<file path="config.mk">
export PLATFORM = sky130hd
export DESIGN_NAME = wt_dcache_rd_arb_flat
export DESIGN_NICKNAME = d
export VERILOG_FILES = /design/src/rtl/wt_dcache_rd_arb_if.sv /design/src/rtl/wt_dcache_rd_arb.sv /design/src/flat_wrapper.sv
export SDC_FILE = /design/constraint.sdc
export NUM_CORES = 1
export LEC_CHECK = 0
export BUFFER_PORTS_ARGS = -buffer_cell sky130_fd_sc_hd__buf_4
export CAP_MARGIN = 0
export CELL_PAD_IN_SITES_DETAIL_PLACEMENT = 1
export CELL_PAD_IN_SITES_GLOBAL_PLACEMENT = 1
export CORE_ASPECT_RATIO = 1.4
export CORE_UTILIZATION = 20
export DETAILED_ROUTE_END_ITERATION = 8
export HOLD_SLACK_MARGIN = 0.05
export MAX_ROUTING_LAYER = met4
export PLACE_DENSITY_LB_ADDON = 0.2
export RECOVER_POWER = 100
export SLEW_MARGIN = 20
export SYNTH_ARGS = -nofsm -noshare
export SYNTH_HDL_FRONTEND = slang
export SYNTH_SLANG_ARGS = --single-unit
</file>
<file path="constraint.sdc">
create_clock -name clk_i -period 2.4 [get_ports clk_i]
set_input_delay 0.36 -clock clk_i [delete_from_list [all_inputs] [get_ports clk_i]]
set_output_delay 0.36 -clock clk_i [all_outputs]
set_load 0.01 [all_outputs]
</file>
<file path="src/rtl/wt_dcache_rd_arb_if.sv">
// Read-port bundle between the dcache requesters, the read arbiter
// and the tag/data arrays.
interface wt_dcache_rd_arb_if #(
  parameter int unsigned NumPorts = 3,
  parameter int unsigned TagWidth = 44,
  parameter int unsigned IdxWidth = 8,
  parameter int unsigned OffWidth = 4
);
  logic [NumPorts-1:0]               rd_req_i;
  logic [NumPorts-1:0]               rd_prio_i;
  logic [NumPorts-1:0]               rd_tag_only_i;
  logic [NumPorts-1:0][TagWidth-1:0] rd_tag_i;
  logic [NumPorts-1:0][IdxWidth-1:0] rd_idx_i;
  logic [NumPorts-1:0][OffWidth-1:0] rd_off_i;
  logic [NumPorts-1:0]               rd_ack_o;
  logic [NumPorts-1:0]               rd_rsp_vld_o;
  logic [NumPorts-1:0]               starved_o;

  logic                mem_req_o;
  logic                mem_gnt_i;
  logic [TagWidth-1:0] mem_tag_o;
  logic [IdxWidth-1:0] mem_idx_o;
  logic [OffWidth-1:0] mem_off_o;
  logic                mem_tag_only_o;

  modport slave (
    input  rd_req_i, rd_prio_i, rd_tag_only_i,
    input  rd_tag_i, rd_idx_i, rd_off_i,
    input  mem_gnt_i,
    output rd_ack_o, rd_rsp_vld_o, starved_o,
    output mem_req_o, mem_tag_o, mem_idx_o,
    output mem_off_o, mem_tag_only_o
  );

  modport master (
    output rd_req_i, rd_prio_i, rd_tag_only_i,
    output rd_tag_i, rd_idx_i, rd_off_i,
    output mem_gnt_i,
    input  rd_ack_o, rd_rsp_vld_o, starved_o,
    input  mem_req_o, mem_tag_o, mem_idx_o,
    input  mem_off_o, mem_tag_only_o
  );
endinterface

</file>
<file path="src/rtl/wt_dcache_rd_arb.sv">
// Dcache read-port arbiter: promoted > high > low, round-robin per class.
// Aging/promotion only exists with WT_DCACHE_RD_ARB_AGING_EN defined.
module wt_dcache_rd_arb #(
  parameter int unsigned NumPorts    = 3,
  parameter int unsigned TagWidth    = 44,
  parameter int unsigned IdxWidth    = 8,
  parameter int unsigned OffWidth    = 4,
  parameter int unsigned StarveLimit = 8
) (
  input logic               clk_i,
  input logic               rst_ni,
  wt_dcache_rd_arb_if.slave bus
);

  localparam int unsigned PW = (NumPorts > 1) ? $clog2(NumPorts) : 1;

  typedef logic [PW-1:0]       ptr_t;
  typedef logic [NumPorts-1:0] vec_t;
  typedef enum logic [1:0] {
    CL_PRO,
    CL_HI,
    CL_LO
  } cls_e;

  if (NumPorts < 2) begin : g_bad_ports
    $error("NumPorts must be at least 2");
  end
  if (StarveLimit < 1 || StarveLimit > 255) begin : g_bad_limit
    $error("StarveLimit must be in 1..255");
  end

  // First requester at or above ptr, wrapping around.
  function automatic vec_t rr_pick(vec_t req, ptr_t ptr);
    vec_t oh;
    logic found;
    ptr_t j;
    oh = '0;
    found = 1'b0;
    for (int unsigned i = 0; i < NumPorts; i++) begin
      j = ptr_t'((32'(ptr) + i) % NumPorts);
      if (!found && req[j]) begin
        oh[j] = 1'b1;
        found = 1'b1;
      end
    end
    return oh;
  endfunction

  function automatic ptr_t enc(vec_t oh);
    ptr_t k;
    k = '0;
    for (int unsigned i = 0; i < NumPorts; i++) begin
      if (oh[i]) k = ptr_t'(i);
    end
    return k;
  endfunction

  vec_t req, prio, prom, hi, lo, sel, ack, starved;
  vec_t rsp_q;
  ptr_t ptr_hi_q, ptr_lo_q, ptr_nxt;
  cls_e cls;
  logic grant;

  assign req  = bus.rd_req_i;
  assign prio = bus.rd_prio_i;

`ifdef WT_DCACHE_RD_ARB_AGING_EN
  logic [7:0] cnt_q [NumPorts];
  ptr_t       ptr_pro_q;

  always_comb begin
    starved = '0;
    for (int unsigned k = 0; k < NumPorts; k++) begin
      starved[k] = (cnt_q[k] == 8'(StarveLimit));
    end
  end

  // High-priority or idle ports keep a zero count.
  always_ff @(posedge clk_i or negedge rst_ni) begin
    if (!rst_ni) begin
      for (int unsigned k = 0; k < NumPorts; k++) begin
        cnt_q[k] <= '0;
      end
    end else begin
      for (int unsigned k = 0; k < NumPorts; k++) begin
        if (!req[k] || prio[k] || ack[k]) begin
          cnt_q[k] <= '0;
        end else if (cnt_q[k] != 8'(StarveLimit)) begin
          cnt_q[k] <= cnt_q[k] + 8'd1;
        end
      end
    end
  end

  always_ff @(posedge clk_i or negedge rst_ni) begin
    if (!rst_ni) begin
      ptr_pro_q <= '0;
    end else if (grant && cls == CL_PRO) begin
      ptr_pro_q <= ptr_nxt;
    end
  end

  assign prom = req & starved;
`else
  assign starved = '0;
  assign prom    = '0;
`endif

  assign hi = req & prio & ~prom;
  assign lo = req & ~prio & ~prom;

  always_comb begin
    cls = CL_LO;
    sel = rr_pick(lo, ptr_lo_q);
    if (|hi) begin
      cls = CL_HI;
      sel = rr_pick(hi, ptr_hi_q);
    end
`ifdef WT_DCACHE_RD_ARB_AGING_EN
    if (|prom) begin
      cls = CL_PRO;
      sel = rr_pick(prom, ptr_pro_q);
    end
`endif
  end

  assign ack     = sel & {NumPorts{bus.mem_gnt_i}};
  assign grant   = |ack;
  assign ptr_nxt = ptr_t'((32'(enc(sel)) + 1) % NumPorts);

  always_ff @(posedge clk_i or negedge rst_ni) begin
    if (!rst_ni) begin
      ptr_hi_q <= '0;
      ptr_lo_q <= '0;
    end else if (grant) begin
      if (cls == CL_HI) ptr_hi_q <= ptr_nxt;
      if (cls == CL_LO) ptr_lo_q <= ptr_nxt;
    end
  end

  always_ff @(posedge clk_i or negedge rst_ni) begin
    if (!rst_ni) begin
      rsp_q <= '0;
    end else begin
      rsp_q <= ack;
    end
  end

  // Idle cycles present port 0's fields to the arrays.
  always_comb begin
    bus.mem_tag_o      = bus.rd_tag_i[0];
    bus.mem_idx_o      = bus.rd_idx_i[0];
    bus.mem_off_o      = bus.rd_off_i[0];
    bus.mem_tag_only_o = bus.rd_tag_only_i[0];
    for (int unsigned k = 0; k < NumPorts; k++) begin
      if (sel[k]) begin
        bus.mem_tag_o      = bus.rd_tag_i[k];
        bus.mem_idx_o      = bus.rd_idx_i[k];
        bus.mem_off_o      = bus.rd_off_i[k];
        bus.mem_tag_only_o = bus.rd_tag_only_i[k];
      end
    end
  end

  assign bus.mem_req_o    = |req;
  assign bus.rd_ack_o     = ack;
  assign bus.rd_rsp_vld_o = rsp_q;
  assign bus.starved_o    = starved;

endmodule

</file>
<file path="src/flat_wrapper.sv">
// flat-port wrapper written by rule: the top's interface ports become plain ports
module wt_dcache_rd_arb_flat 
#(
  parameter int unsigned NumPorts    = 3,
  parameter int unsigned TagWidth    = 44,
  parameter int unsigned IdxWidth    = 8,
  parameter int unsigned OffWidth    = 4,
  parameter int unsigned StarveLimit = 8
)
  (clk_i, rst_ni, bus_rd_req_i, bus_rd_prio_i, bus_rd_tag_only_i, bus_rd_tag_i, bus_rd_idx_i, bus_rd_off_i, bus_mem_gnt_i, bus_rd_ack_o, bus_rd_rsp_vld_o, bus_starved_o, bus_mem_req_o, bus_mem_tag_o, bus_mem_idx_o, bus_mem_off_o, bus_mem_tag_only_o);
  wt_dcache_rd_arb_if #(.NumPorts(NumPorts), .TagWidth(TagWidth), .IdxWidth(IdxWidth), .OffWidth(OffWidth)) bus_i ();
  input logic clk_i;
  input logic rst_ni;
  input wire logic [$bits(bus_i.rd_req_i)-1:0] bus_rd_req_i;
  input wire logic [$bits(bus_i.rd_prio_i)-1:0] bus_rd_prio_i;
  input wire logic [$bits(bus_i.rd_tag_only_i)-1:0] bus_rd_tag_only_i;
  input wire logic [$bits(bus_i.rd_tag_i)-1:0] bus_rd_tag_i;
  input wire logic [$bits(bus_i.rd_idx_i)-1:0] bus_rd_idx_i;
  input wire logic [$bits(bus_i.rd_off_i)-1:0] bus_rd_off_i;
  input wire logic [$bits(bus_i.mem_gnt_i)-1:0] bus_mem_gnt_i;
  output wire logic [$bits(bus_i.rd_ack_o)-1:0] bus_rd_ack_o;
  output wire logic [$bits(bus_i.rd_rsp_vld_o)-1:0] bus_rd_rsp_vld_o;
  output wire logic [$bits(bus_i.starved_o)-1:0] bus_starved_o;
  output wire logic [$bits(bus_i.mem_req_o)-1:0] bus_mem_req_o;
  output wire logic [$bits(bus_i.mem_tag_o)-1:0] bus_mem_tag_o;
  output wire logic [$bits(bus_i.mem_idx_o)-1:0] bus_mem_idx_o;
  output wire logic [$bits(bus_i.mem_off_o)-1:0] bus_mem_off_o;
  output wire logic [$bits(bus_i.mem_tag_only_o)-1:0] bus_mem_tag_only_o;
  assign bus_i.rd_req_i = bus_rd_req_i;
  assign bus_i.rd_prio_i = bus_rd_prio_i;
  assign bus_i.rd_tag_only_i = bus_rd_tag_only_i;
  assign bus_i.rd_tag_i = bus_rd_tag_i;
  assign bus_i.rd_idx_i = bus_rd_idx_i;
  assign bus_i.rd_off_i = bus_rd_off_i;
  assign bus_i.mem_gnt_i = bus_mem_gnt_i;
  assign bus_rd_ack_o = bus_i.rd_ack_o;
  assign bus_rd_rsp_vld_o = bus_i.rd_rsp_vld_o;
  assign bus_starved_o = bus_i.starved_o;
  assign bus_mem_req_o = bus_i.mem_req_o;
  assign bus_mem_tag_o = bus_i.mem_tag_o;
  assign bus_mem_idx_o = bus_i.mem_idx_o;
  assign bus_mem_off_o = bus_i.mem_off_o;
  assign bus_mem_tag_only_o = bus_i.mem_tag_only_o;
  wt_dcache_rd_arb #(.NumPorts(NumPorts), .TagWidth(TagWidth), .IdxWidth(IdxWidth), .OffWidth(OffWidth), .StarveLimit(StarveLimit)) u_core (.clk_i(clk_i), .rst_ni(rst_ni), .bus(bus_i));
endmodule
</file>
==> metrics.txt <==
status complete, but fails checks; failing checks negative setup slack; Post-Syn Area 0.00230 sq mm; Gate Count Post-Synth 316; Layout Skew 0.00339 ns; Placed Instances 747; Reg clk slew, reported paths 0.04 ns; worst-path fanout max 8; count leader, synth nor2_1; global-route wire length before repair 20400 microns; Die W 92.7 microns; Critical Path RT 2.04 ns; final wirelength 15300 microns; placed instance area 0.00513 sq mm; CP peak stage delay 0.42 ns; setup TNS -37.28 ns; largest net degree at the start of global routing 19; Final Cycle Share 128%; vias in the first global route 3741; Worst setup EP type primary output; share of cells above drive strength 1 77.5%; GRT Util Overall 22.6%; count of flip-flops with a built-in enable after synthesis 0; type of origin of the critical path flip-flop; die area 0.0120 sq mm; Initial Util 20.4%; Seq/Total Area, Yosys 7.61%; Clock Sink Count 7; synth warn 0; #FFs+latches synth 7; drt pass-1 iters 4; crit-path leading delay family compound AO/OA/AOI/OAI gates; CTS buffer count 3; Root Driver clkbuf_16; setup violators final 64; PwrDens 971 mW/mm^2; Max Cap Viol 0; Max Clk Rate 326 MHz; DRC 0; cells along the critical path ha_4 > buf_6 > nand4b_1 > nand3_1 > a22o_1 > a211oi_2 > a31o_4 > buf_12 > buf_12 > nor2_4 > a21oi_2 > buf_4; worst vdd ir 0.000720 V; Buffers on Ports 243; Synth area leader mux2i_1; Longest Clk Path Bufs 2; P_leak 2.93 nW; Tmin final 3.07 ns; H-tree Lvls 1; top post-synthesis cells by area mux2i_1 (26%), a21oi_1 (13%), nor2_1 (11%), dfrtp_1 (7.6%), buf_12 (5.2%); GRT Residual Overflow 0; crit path max-delay cell type dfrtp_1; CP Class flip-flop to primary output; Synth async-reset ratio 100%; crit path buf inv count 4; Std-Cell Core Area 0.0113 sq mm; Final Util 55.7%; final max-slew violation count 0; initial antenna violation count 0; switching share of total power 42.7%; Fin. Hold Viols 0; vias 3727; post-DR wirelength/cell 19.4 microns; Via density 4.72; Finished Layout Cells 789; CTS tree done; Int Pwr 0.00349 W; Ant. Diodes 0; post-route cell area 0.00628 sq mm; filler cell count 1268; synth unique cells 49; RSZ-0062 raised after global routing yes; Comb power frac 92.1%; row cnt 46; total I/O pin count 247; Layout area overhead 173%; Final WS setup -0.667 ns; Routed Antenna Nets 0; arrival time worst endpoint 2.71 ns; post-synth top area share 26.1%; routability cong. 0.833; 1st-iter DRT viols 34; min-delay worst type primary input to async pin; Final nets 834; Clk pwr share 4.6%; Post-DP HPWL 11400 microns; clk_lat worst skew 0.23 ns; Most Frequent Cell on Critical Path buf_12; die height 129 microns; Reg power frac 3.3%; Net Sw Power 0.00261 W; synth cell count leaders nor2_1 (66), a21oi_1 (62), mux2i_1 (60), buf_6 (9), nand2_1 (9); Post-synth top flop dfrtp_1; Syn Area/Cell 7.29 sq um
==> cell families (layout without fill, tap and decap cells) <==
kind of cell               after synthesis  in the layout  synth area share [%]
adders and majority gates                8              8                  4.35
DFF                                      7              7                  7.61
muxes                                   61             61                  26.6
and+or+nand+nor                        109            109                  22.7
AOI/OAI and AO/OA                       95             95                  24.6
other                                    1              3                 0.163
buffers and inverters                   35            362                  14.1
==> power groups by stage <==
stage / combinational, W / clock, W / sequential, W
2_1_floorplan: 0.00244 / 0 / 0.000198
3_3_place_gp: 0.00415 / 0 / 0.000196
3_5_place_dp: 0.00422 / 0 / 0.000201
4_1_cts: 0.00501 / 0.000285 / 0.000200
5_1_grt: 0.00594 / 0.000295 / 0.000208
6_report: 0.00561 / 0.000281 / 0.000204
==> path summary, 6_finish.rpt <==
path	startpoint	to	slack, ns	cells after the start
min	rst_ni	u_core.ptr_lo_q[0]	0.57	2
max reg2reg	u_core.ptr_hi_q[1]	u_core.bus.rd_rsp_vld_o[1]	-0.14	12
max in group asynchronous	rst_ni	u_core.ptr_lo_q[1]	1.52	2
min in group clk_i	bus_mem_gnt_i	u_core.ptr_lo_q[0]	0.59	4
min reg2reg	u_core.ptr_hi_q[1]	u_core.ptr_hi_q[1]	0.79	3
max	u_core.ptr_hi_q[1]	bus_mem_tag_o[1]	-0.67	12
==> per-stage QoR <==
step                      worst slack [ns]  total power [W]  hold slack, ns
after global routing                -0.771          0.00644           0.603
after detailed placement            -0.572          0.00442           0.182
after floorplan                     -0.122          0.00263          0.0644
final                               -0.667          0.00610           0.568
after CTS                           -0.635          0.00550           0.480
after global placement              -0.565          0.00435           0.183
==> sequential cells by signal, indices dropped and copies added, names as in the netlist <==
signal and count:
u_core.ptr_hi_q 2, u_core.bus.rd_rsp_vld_o 3, u_core.ptr_lo_q 2
==> per-layer routing <==
layer	part of all wire (%)	vias to the layer above	GRT usage [%]	wire length [microns]
met4	2.0	0	4.25	312
met5	0	-	-	0
li1	-	1796	-	-
met2	57	135	44.1	8750
met1	35	1774	23.6	5400
met3	5.7	22	3.72	874
==> layout make-up <==
class	count	area, sq um	area share [%]
Clock buffer	4	78.8	1.26
Inverter	7	26.3	0.418
Multi-Input combinational cell	276	2750	43.8
Sequential cell	7	176	2.81
Tap cell	144	180	2.87
Timing Repair Buffer	351	3070	48.9
==> layout by cell type (no fill, tap or decap), types with 3 or more instances in the layout <==
cell type,n
mux2i_4,18
buf_12,17
buf_8,5
nor2b_1,3
ha_4,4
a21oi_2,45
buf_4,289
inv_2,4
nor2_1,33
inv_1,3
nor2_2,10
nand2_1,8
buf_6,29
clkbuf_1,6
clkbuf_16,7
a21oi_4,10
a21oi_1,10
nand3_1,6
nand2b_1,4
o21ai_0,4
nor2_4,23
mux2i_2,10
conb_1,3
dfrtp_1,6
mux2i_1,32
==> worst register-to-register path, cell delays in order, from the launching register on <==
cell and delay [ns]:
dfrtp_1 0.42, ha_4 0.35, a21oi_2 0.09, o31ai_4 0.24, a221o_1 0.24, o2111ai_4 0.20, buf_12 0.19, buf_16 0.13
buf_12 0.15, buf_4 0.14, nor2_4 0.12, buf_4 0.12, buf_4 0.09
==> what timing repair did <==
item	CTS	global route
hold buffers	1	0
cloned	3	4
endpoints found under the hold margin	7	0
setup endpoints to repair	64	65
setup buffers	20	14
pin swaps	14	22
gates resized for setup	73	91
Power figures use the tool's default switching activity.
